`config.mk`:
```
export PLATFORM = sky130hd
export DESIGN_NAME = mux_rr_arbiter
export DESIGN_NICKNAME = d
export VERILOG_FILES = /design/src/rtl/mux_rr_arbiter.sv
export SDC_FILE = /design/constraint.sdc
export NUM_CORES = 1
export LEC_CHECK = 0
export CELL_PAD_IN_SITES_DETAIL_PLACEMENT = 2
export CELL_PAD_IN_SITES_GLOBAL_PLACEMENT = 2
export CORE_UTILIZATION = 27
export CTS_BUF_LIST = sky130_fd_sc_hd__clkbuf_2 sky130_fd_sc_hd__clkbuf_4 sky130_fd_sc_hd__clkbuf_8
export DETAILED_ROUTE_END_ITERATION = 16
export PLACE_DENSITY_LB_ADDON = 0.2
export SLEW_MARGIN = 20
export SYNTH_ARGS = -nofsm -noshare
export SYNTH_HDL_FRONTEND = slang
export SYNTH_SLANG_ARGS = --single-unit
export TNS_END_PERCENT = 50
```
`constraint.sdc`:
```
create_clock -name clk -period 1.91 [get_ports clk]
set_clock_uncertainty 0.05 [all_clocks]
set_input_delay 0.382 -clock clk [delete_from_list [all_inputs] [get_ports clk]]
set_output_delay 0.382 -clock clk [all_outputs]
set_load 0.01 [all_outputs]
```
`src/rtl/mux_rr_arbiter.sv`:
```
// mux_rr_arbiter: round-robin arbiter sharing one DATA_W-bit 4:1 mux among four
// requesters, feeding a single registered valid/ready output stage.
// Optional build macro MUX_ARB_STATS_EN adds per-requester saturating accept
// counters readable through stat_idx/stat_cnt.
module mux_rr_arbiter #(
    parameter int unsigned DATA_W    = 8,
    parameter int unsigned MAX_BURST = 4
) (
    input  logic              clk,
    input  logic              rst_n,
    input  logic [3:0]        req,
    input  logic [DATA_W-1:0] in_data0,
    input  logic [DATA_W-1:0] in_data1,
    input  logic [DATA_W-1:0] in_data2,
    input  logic [DATA_W-1:0] in_data3,
    output logic [3:0]        gnt,
    output logic [3:0]        ack,
    output logic [1:0]        sel,
    output logic [DATA_W-1:0] out_data,
    output logic              out_valid,
    input  logic              out_ready
`ifdef MUX_ARB_STATS_EN
    ,
    input  logic [1:0]        stat_idx,
    output logic [15:0]       stat_cnt
`endif
);

    typedef enum logic {
        ARB,
        OWN
    } state_t;

    localparam logic [7:0] LAST_BEAT = 8'(MAX_BURST - 1);

    state_t            state, state_nxt;
    logic [1:0]        ptr, ptr_nxt;
    logic [3:0]        gnt_nxt;
    logic [1:0]        sel_nxt;
    logic [7:0]        beat_cnt, beat_cnt_nxt;
    logic              out_valid_nxt;
    logic [DATA_W-1:0] out_data_nxt;
    logic [DATA_W-1:0] mux_data;
    logic [1:0]        winner;
    logic [1:0]        probe;
    logic              win_found;
    logic              space;
    logic              owner_req;
    logic              owner_ack;

    // Shared data mux steered by the registered select.
    always_comb begin
        mux_data = in_data0;
        case (sel)
            2'd0:    mux_data = in_data0;
            2'd1:    mux_data = in_data1;
            2'd2:    mux_data = in_data2;
            default: mux_data = in_data3;
        endcase
    end

    // Rotating priority search starting at ptr.
    always_comb begin
        winner    = ptr;
        win_found = 1'b0;
        probe     = ptr;
        for (int unsigned i = 0; i < 4; i++) begin
            probe = ptr + 2'(i);
            if (!win_found && req[probe]) begin
                winner    = probe;
                win_found = 1'b1;
            end
        end
    end

    // Accept a beat from the owner whenever the output stage has room.
    always_comb begin
        space     = !out_valid || out_ready;
        owner_req = req[sel];
        owner_ack = (state == OWN) && owner_req && space;
        ack       = '0;
        ack[sel]  = owner_ack;
    end

    // Next-state, grant, burst counting and output stage update.
    always_comb begin
        state_nxt     = state;
        ptr_nxt       = ptr;
        gnt_nxt       = gnt;
        sel_nxt       = sel;
        beat_cnt_nxt  = beat_cnt;
        out_valid_nxt = out_valid;
        out_data_nxt  = out_data;

        // Output stage is independent of arbitration so a release never drops a pending beat.
        if (owner_ack) begin
            out_data_nxt  = mux_data;
            out_valid_nxt = 1'b1;
        end else if (out_valid && out_ready) begin
            out_valid_nxt = 1'b0;
        end

        case (state)
            ARB: begin
                gnt_nxt = '0;
                if (win_found) begin
                    state_nxt    = OWN;
                    gnt_nxt      = 4'b0001 << winner;
                    sel_nxt      = winner;
                    beat_cnt_nxt = '0;
                end
            end
            OWN: begin
                if (owner_ack) begin
                    beat_cnt_nxt = beat_cnt + 8'd1;
                end
                if (!owner_req || (owner_ack && beat_cnt == LAST_BEAT)) begin
                    state_nxt    = ARB;
                    gnt_nxt      = '0;
                    ptr_nxt      = sel + 2'd1;
                    beat_cnt_nxt = '0;
                end
            end
            default: begin
                state_nxt = ARB;
                gnt_nxt   = '0;
            end
        endcase
    end

    // State and datapath registers.
    always_ff @(posedge clk or negedge rst_n) begin
        if (!rst_n) begin
            state     <= ARB;
            ptr       <= '0;
            gnt       <= '0;
            sel       <= '0;
            beat_cnt  <= '0;
            out_valid <= 1'b0;
            out_data  <= '0;
        end else begin
            state     <= state_nxt;
            ptr       <= ptr_nxt;
            gnt       <= gnt_nxt;
            sel       <= sel_nxt;
            beat_cnt  <= beat_cnt_nxt;
            out_valid <= out_valid_nxt;
            out_data  <= out_data_nxt;
        end
    end

`ifdef MUX_ARB_STATS_EN
    logic [15:0] stat_ctr [4];

    // Per-requester accept counters, saturating at all-ones.
    always_ff @(posedge clk or negedge rst_n) begin
        if (!rst_n) begin
            for (int unsigned i = 0; i < 4; i++) begin
                stat_ctr[i] <= '0;
            end
        end else begin
            for (int unsigned i = 0; i < 4; i++) begin
                if (ack[i] && stat_ctr[i] != '1) begin
                    stat_ctr[i] <= stat_ctr[i] + 16'd1;
                end
            end
        end
    end

    // Counter readback.
    always_comb begin
        stat_cnt = stat_ctr[stat_idx];
    end
`endif

endmodule

```
==> metrics.md, run 1 <==
| Metric | Value |
|---|---|
| GRT Total Usage | `23.4%` |
| Inst Count DP | `307` |
| Clk pwr share | `12.9%` |
| HPWL Detailed | `4.67 mm` |
| EDFF count, synth | `0` |
| Row count | `27` |
| Setup Viol. Count Final | `7` |
| Share of cells above drive strength 1 | `25.7%` |
| First DRT Iteration DRCs | `60` |
| CTS root buf | `clkbuf_8` |
| Part of the power in registers | `24.9%` |
| Total leakage power | `1.10 nW` |
| Top delay family on crit path | `compound AO/OA/AOI/OAI gates` |
| Avg Cell Area, Syn | `10.1 um2` |
| Layout Cells excl Fill | `313` |
| DRC viols | `0` |
| CP max FO | `5` |
| Arrival time at the worst endpoint | `2.12 ns` |
| Clk slew on worst S/H paths | `0.11 ns` |
| Pwr Total | `3.77 mW` |
| Worst r2r src | `sel[0]` |
| Buf/Inv on CP | `4` |
| Worst min-delay path category | `primary input to asynchronous set/reset pin` |
| CP Capture Type | `flip-flop` |
| Port-buffer cells | `57` |
| Crit share post-route | `105%` |
| Total number of vias | `1670` |
| First-pass GRT wire length | `11.0 mm` |
| Worst setup endpoint | `out_data[7]` |
| Synthesized area | `1590 um2` |
| GP Congestion | `0.763` |
| Syn_nets | `203` |
| Critical path class | `flip-flop to flip-flop` |
| Placed inst area | `2420 um2` |
| Max rail drop VDD | `561 uV` |
| Nets | `287` |
| Area Overhead vs Synth | `62.9%` |
| Failing checks | `setup timing` |
| H-tree depth | `1` |
| Synth top cells by count | `dfrtp_1, nand2_1, inv_1, o21ai_0` |
| Die Span X | `78.7 um` |
| Final Hold Slack | `0.418 ns` |
| Crit path launch type | `flip-flop` |
| RR Endpoint | `out_data[7]` |
| Power Dens Cells | `1460 nW/um2` |
| Cells after Synth | `158` |
| Routed len/inst | `21.6 um` |
| Worst Tran Pin Value | `0.402 ns` |
| Crit path from | `sel[0]` |
| Io pins | `58` |
| Post-route antenna net violation count | `0` |
| Fmax achieved | `0.501 GHz` |
| Fillcell total | `603` |
| Drt via density | `5.34` |
| Worst-Skew Late Latency | `0.28 ns` |
| Combinational share of power | `62.1%` |
| Initial Util | `28.5%` |
| DRT Pass-1 Iters | `5` |
| Power Internal | `2.27 mW` |
| #FFs+latches synth | `26` |
| R2R setup slack | `-0.09 ns` |
| Area leader, netlist | `dfrtp_1` |
| WP depth | `8` |
| Status | `finished with violations` |
| Share of the synthesized area in the top cell type | `40.9%` |
| Net Switching | `1.49 mW` |
| Die ar. | `6200 um2` |
| Top cells by area, synth | `dfrtp_1, mux2_2, a222oi_1` |
| Count leader, synth | `dfrtp_1` |
| PnR worst setup slack | `-0.0877 ns` |
| Largest net degree at the start of global routing | `27` |
| Total Neg Setup Slack | `-0.465 ns` |
| ANT cells | `0` |
| Max incr delay on CP | `0.47 ns` |
| Slew Limit Fails | `0` |
| Core area | `5570 um2` |
| Final Hold Vio Count | `0` |
| Max-Cap Viols | `0` |
| Vias in the first global route | `1961` |
| Post-synth cell types | `40` |
| Design area | `2590 um2` |
| Critical path's slowest cell | `dfrtp_2` |
| Synthesis Warnings | `0` |
| FFs w/ async S/R, synth | `100%` |
| Initial antenna violation count | `0` |
| Die Span Y | `78.7 um` |
| CP dominant cell by count | `buf_6` |
| Slew headroom | `73.2%` |
| TritonCTS clock tree | `built` |
| Sequential area share after synthesis | `40.9%` |
| Routed Wire Length | `6.77 mm` |
| Ys flop type | `dfrtp_1` |
| Sw frac | `39.7%` |
| Period minus WS final | `2.00 ns` |
| Worst r2r path cells | `8` |
| Inserted Clock Buffers | `3` |
| Grt ovf | `0` |
| Clock sinks | `26` |
| RSZ-0062 raised after global routing | `yes` |
| Worst-path cell chain | `buf_6 > inv_6 > ha_4 > buf_6 > buf_12 > a222oi_1 > o21ai_1 > mux2_2` |
| Worst path required time | `2.03 ns` |
| CTS Buffer Depth | `2` |
## power by group through the flow
stage | combinational, mW | sequential, mW | clock, mW
final | 2.34 | 0.940 | 0.487
after CTS | 2.23 | 0.932 | 0.499
after floorplan | 0.938 | 0.984 | 0
after global routing | 2.51 | 0.965 | 0.522
after global placement | 1.96 | 0.909 | 0
after detailed placement | 2.03 | 0.931 | 0
## worst register-to-register path, stage by stage, from the launching register on
cell      delay [ns]
dfrtp_2         0.47
buf_6           0.16
inv_6           0.05
ha_4            0.15
buf_6           0.13
buf_12          0.12
a222oi_1        0.37
o21ai_1         0.11
mux2_2          0.27
## sequential cells by signal (all words and copies together), names as in the netlist
name and flops:
out_data 8, sel 2, state 1, beat_cnt 8, ptr 2, gnt 4
out_valid 1
## repair_timing
item / in CTS / in global routing
setup buffers: 2 / 1
pin swaps: 8 / 7
gates cloned: 0 / 0
endpoints found under the hold margin: 0 / 0
endpoints found under the setup margin: 14 / 20
gates resized for setup: 40 / 10
hold buffers: 0 / 0
## logic make-up after synthesis
group | share of synthesized area (%)
and+or+nand+nor | 19.6
AOI/OAI and AO/OA | 20.6
muxes | 9.76
buffers and inverters | 4.33
adders and majority gates | 4.72
DFF | 40.9
## area by class of cell
type,instances,area [um2],area share (%)
Clock buffer,3,41.3,1.59
Clock inverter,1,30.0,1.16
Inverter,13,53.8,2.08
Multi-Input combinational cell,114,937,36.2
Sequential cell,26,652,25.2
Tap cell,72,90.1,3.48
Timing Repair Buffer,84,785,30.3
## metal layers
metal  part of all wire (%)  global-route usage (%)  wire, um
met1                     40                    25.1      2680
met2                     58                    48.2      3940
met3                    1.2                    2.18        79
met4                    1.0                    5.37        70
met5                      0                       0         0
## cell usage in the layout (no fill, tap or decap), types with 2 or more instances in the layout
cell type	count
nor2b_1	2
dlygate4sd2_1	4
dfrtp_1	25
a22o_1	2
o2bb2ai_1	2
nand3_1	5
and3_1	4
mux2_2	6
clkbuf_8	3
o22ai_1	3
ha_2	2
nor2_1	5
nand2b_1	5
mux2i_2	2
o21ai_0	3
and2_1	2
o21ai_1	7
and3_4	2
inv_1	12
ha_4	3
mux2_4	3
nand4_1	4
buf_6	5
o221ai_1	6
buf_4	23
clkdlybuf4s50_1	49
buf_2	2
nand2_1	16
a222oi_1	8
mux2i_1	3
## worst min path at each step
stage | startpoint | endpoint | slack, ns | depth (start not counted)
2_1_floorplan | rst_n | beat_cnt[0] | 0.04 | 0
3_3_place_gp | gnt[3] | gnt[3] | 0.42 | 1
3_5_place_dp | gnt[1] | gnt[1] | 0.45 | 1
4_1_cts | rst_n | beat_cnt[5] | 0.43 | 2
5_1_grt | rst_n | beat_cnt[5] | 0.44 | 2
6_report | rst_n | beat_cnt[5] | 0.42 | 2
## through the flow
step           util (%)  setup WS (ns)
6_report           46.4        -0.0877
3_5_place_dp       43.4         -0.581
4_1_cts            46.1        -0.0432
5_1_grt            46.4         -0.147
3_3_place_gp       43.4         -0.498
2_1_floorplan         -         0.0967
No activity file was read; power rests on OpenSTA's default activity.
==> inputs of run 2 (changes only) <==
CELL_PAD_IN_SITES_DETAIL_PLACEMENT = 0   (was 2)
CELL_PAD_IN_SITES_GLOBAL_PLACEMENT = 1   (was 2)
CORE_UTILIZATION = 30   (was 27)
==> run 2 against run 1 <==
Compared with the run above:
- the run still ends with setup timing left
- final cell count increased by 0.32%
- register-to-register slack improved by 0.12 ns
- first-iteration DRC count decreased by 3.3%
- clock power decreased by 4.7%
- die area decreased by 9.7%
- sequential power decreased by 1%
- critical path depth decreased by 3
- routed wire length decreased by 33%
- flip-flop and latch count unchanged
==> metrics.md, run 2 (synthesized netlist as in run 1, its figures left out) <==
| Metric | Value |
|---|---|
| Status | `finished with violations (unchanged)` |
| Failing checks | `setup timing (unchanged)` |
| Die ar. | `5590 um2 (was 6200 um2)` |
| Initial antenna violation count | `0 (unchanged)` |
| Worst path required time | `1.48 ns (was 2.03 ns)` |
| Slew headroom | `75.1% (was 73.2%)` |
| Die Span X | `74.8 um (was 78.7 um)` |
| Drt via density | `5.06 (was 5.34)` |
| Routed Wire Length | `4.55 mm (was 6.77 mm)` |
| H-tree depth | `1 (unchanged)` |
| Critical path's slowest cell | `dfrtp_2 (unchanged)` |
| CP max FO | `4 (was 5)` |
| Io pins | `58 (unchanged)` |
| Die Span Y | `74.8 um (was 78.7 um)` |
| Inserted Clock Buffers | `3 (unchanged)` |
| Total leakage power | `1.12 nW (was 1.10 nW)` |
| Core area | `5110 um2 (was 5570 um2)` |
| Port-buffer cells | `57 (unchanged)` |
| Critical path class | `flip-flop to output port (was flip-flop to flip-flop)` |
| Buf/Inv on CP | `2 (was 4)` |
| DRT Pass-1 Iters | `4 (was 5)` |
| PnR worst setup slack | `-0.0962 ns (was -0.0877 ns)` |
| Worst Tran Pin Value | `0.374 ns (was 0.402 ns)` |
| CP Capture Type | `output port (was flip-flop)` |
| R2R setup slack | `0.03 ns (was -0.09 ns)` |
| Clk slew on worst S/H paths | `0.10 ns (was 0.11 ns)` |
| Total number of vias | `1588 (was 1670)` |
| GP Congestion | `0.754 (was 0.763)` |
| Setup Viol. Count Final | `4 (was 7)` |
| RSZ-0062 raised after global routing | `yes (unchanged)` |
| Crit share post-route | `105% (about the same)` |
| Grt ovf | `0 (unchanged)` |
| CTS root buf | `clkbuf_8 (unchanged)` |
| Max incr delay on CP | `0.48 ns (was 0.47 ns)` |
| CTS Buffer Depth | `2 (unchanged)` |
| Largest registers | `beat_cnt (8), out_data (8), gnt (4) (unchanged)` |
| Final Hold Vio Count | `0 (unchanged)` |
| Post-route antenna net violation count | `0 (unchanged)` |
| HPWL Detailed | `3.46 mm (was 4.67 mm)` |
| Largest net degree at the start of global routing | `27 (unchanged)` |
| Final Hold Slack | `0.427 ns (was 0.418 ns)` |
| Commonest cells after routing, fill and taps aside | `clkdlybuf4s50_1, dfrtp_1, buf_4 (unchanged)` |
| First-pass GRT wire length | `7.00 mm (was 11.0 mm)` |
| Routed len/inst | `14.5 um (was 21.6 um)` |
| Area Overhead vs Synth | `65.2% (was 62.9%)` |
| Fmax achieved | `0.498 GHz (was 0.501 GHz)` |
| GRT Total Usage | `16.3% (was 23.4%)` |
| Nets | `290 (was 287)` |
| Worst-Skew Late Latency | `0.27 ns (was 0.28 ns)` |
| Commonest non-fill, non-tap cell in the layout | `clkdlybuf4s50_1 (unchanged)` |
| Worst-path cell chain | `mux2i_4 > o22ai_4 > buf_6 > and3_1 > buf_2 (was buf_6 > inv_6 > ha_4 > buf_6 > buf_12 > a222oi_1 > o21ai_1 > mux2_2)` |
| Vias in the first global route | `1602 (was 1961)` |
| Row count | `26 (was 27)` |
| Post-Place Worst Slack | `-0.540 ns (was -0.581 ns)` |
| Initial Util | `31.1% (was 28.5%)` |
| Max rail drop VDD | `725 uV (was 561 uV)` |
| Period minus WS final | `2.01 ns (was 2.00 ns)` |
| Clock sinks | `26 (unchanged)` |
| ANT cells | `0 (unchanged)` |
| Worst min-delay path category | `primary input to asynchronous set/reset pin (unchanged)` |
| Arrival time at the worst endpoint | `1.57 ns (was 2.12 ns)` |
| DRC viols | `0 (unchanged)` |
| Share of cells above drive strength 1 | `26.6% (was 25.7%)` |
| Max-Cap Viols | `0 (unchanged)` |
| First DRT Iteration DRCs | `58 (was 60)` |
| Crit path launch type | `flip-flop (unchanged)` |
| Slew Limit Fails | `0 (unchanged)` |
| TritonCTS clock tree | `built (unchanged)` |
| Top delay family on crit path | `flip-flops (was compound AO/OA/AOI/OAI gates)` |
| Power Dens Cells | `1390 nW/um2 (was 1460 nW/um2)` |
==> run 2: layout make-up <==
type	count	area, um2
sequential	26	652
timing repair buffer	87	800
clock inverter	1	30.0
inverter	13	53.8
tap	70	87.6
clock buffer	3	41.3
multi-input combinational	114	961
fill	484	2480
==> run 2: path summary, 6_finish.rpt <==
| path | startpoint | endpoint | cells after the start |
|---|---|---|---|
| min in group clk | gnt[1] | gnt[1] | 1 |
| hold reg to reg | gnt[1] | gnt[1] | 1 |
| setup / recovery | sel[0] | ack[3] | 5 |
| hold / removal | rst_n | out_data[5] | 2 |
| max in group asynchronous | rst_n | sel[0] | 2 |
| setup reg to reg | sel[0] | out_data[2] | 7 |
==> run 2: what timing repair did <==
| item | 4_1_cts | 5_1_grt |
|---|---|---|
| pin swaps | 4 | 6 |
| buffers inserted | 7 | 0 |
| hold buffers | 0 | 0 |
| gates resized for setup | 40 | 14 |
| setup endpoints to repair | 19 | 21 |
==> run 2: per-stage QoR <==
stage / std cells / util (%) / TNS, ns / area (um2) / total power, mW
finish: 314 / 51.4 / -0.353 / 2630 / 3.65
global route: 314 / 51.4 / -0.810 / 2630 / 3.89
CTS: 314 / 50.6 / -0.501 / 2580 / 3.59
detailed placement: 303 / 47.0 / -8.56 / 2400 / 2.88
global placement: 303 / 47.0 / -6.63 / 2400 / 2.83
floorplan: 158 / - / 0 / 1590 / 1.92
==> run 2: power breakdown <==
part / internal [mW] / switching (mW)
clock: 0.281 / 0.183
combinational: 1.28 / 0.982
sequential: 0.756 / 0.175
total: 2.32 / 1.34
==> run 2: worst register-to-register path: stages (launching register included) <==
cell and delay (ns):
dfrtp_2 0.47, buf_6 0.16, inv_6 0.05, ha_4 0.15
buf_6 0.13, a222oi_1 0.39, o21ai_1 0.11, mux2_4 0.27
==> run 2: routing by layer <==
metal  wire, um  up-vias  track usage (%)
li1           -      771                -
met1       1970      756             18.7
met2       2180       56             31.3
met3        365        5             2.54
met4         40        0             4.40
met5          0        -                0
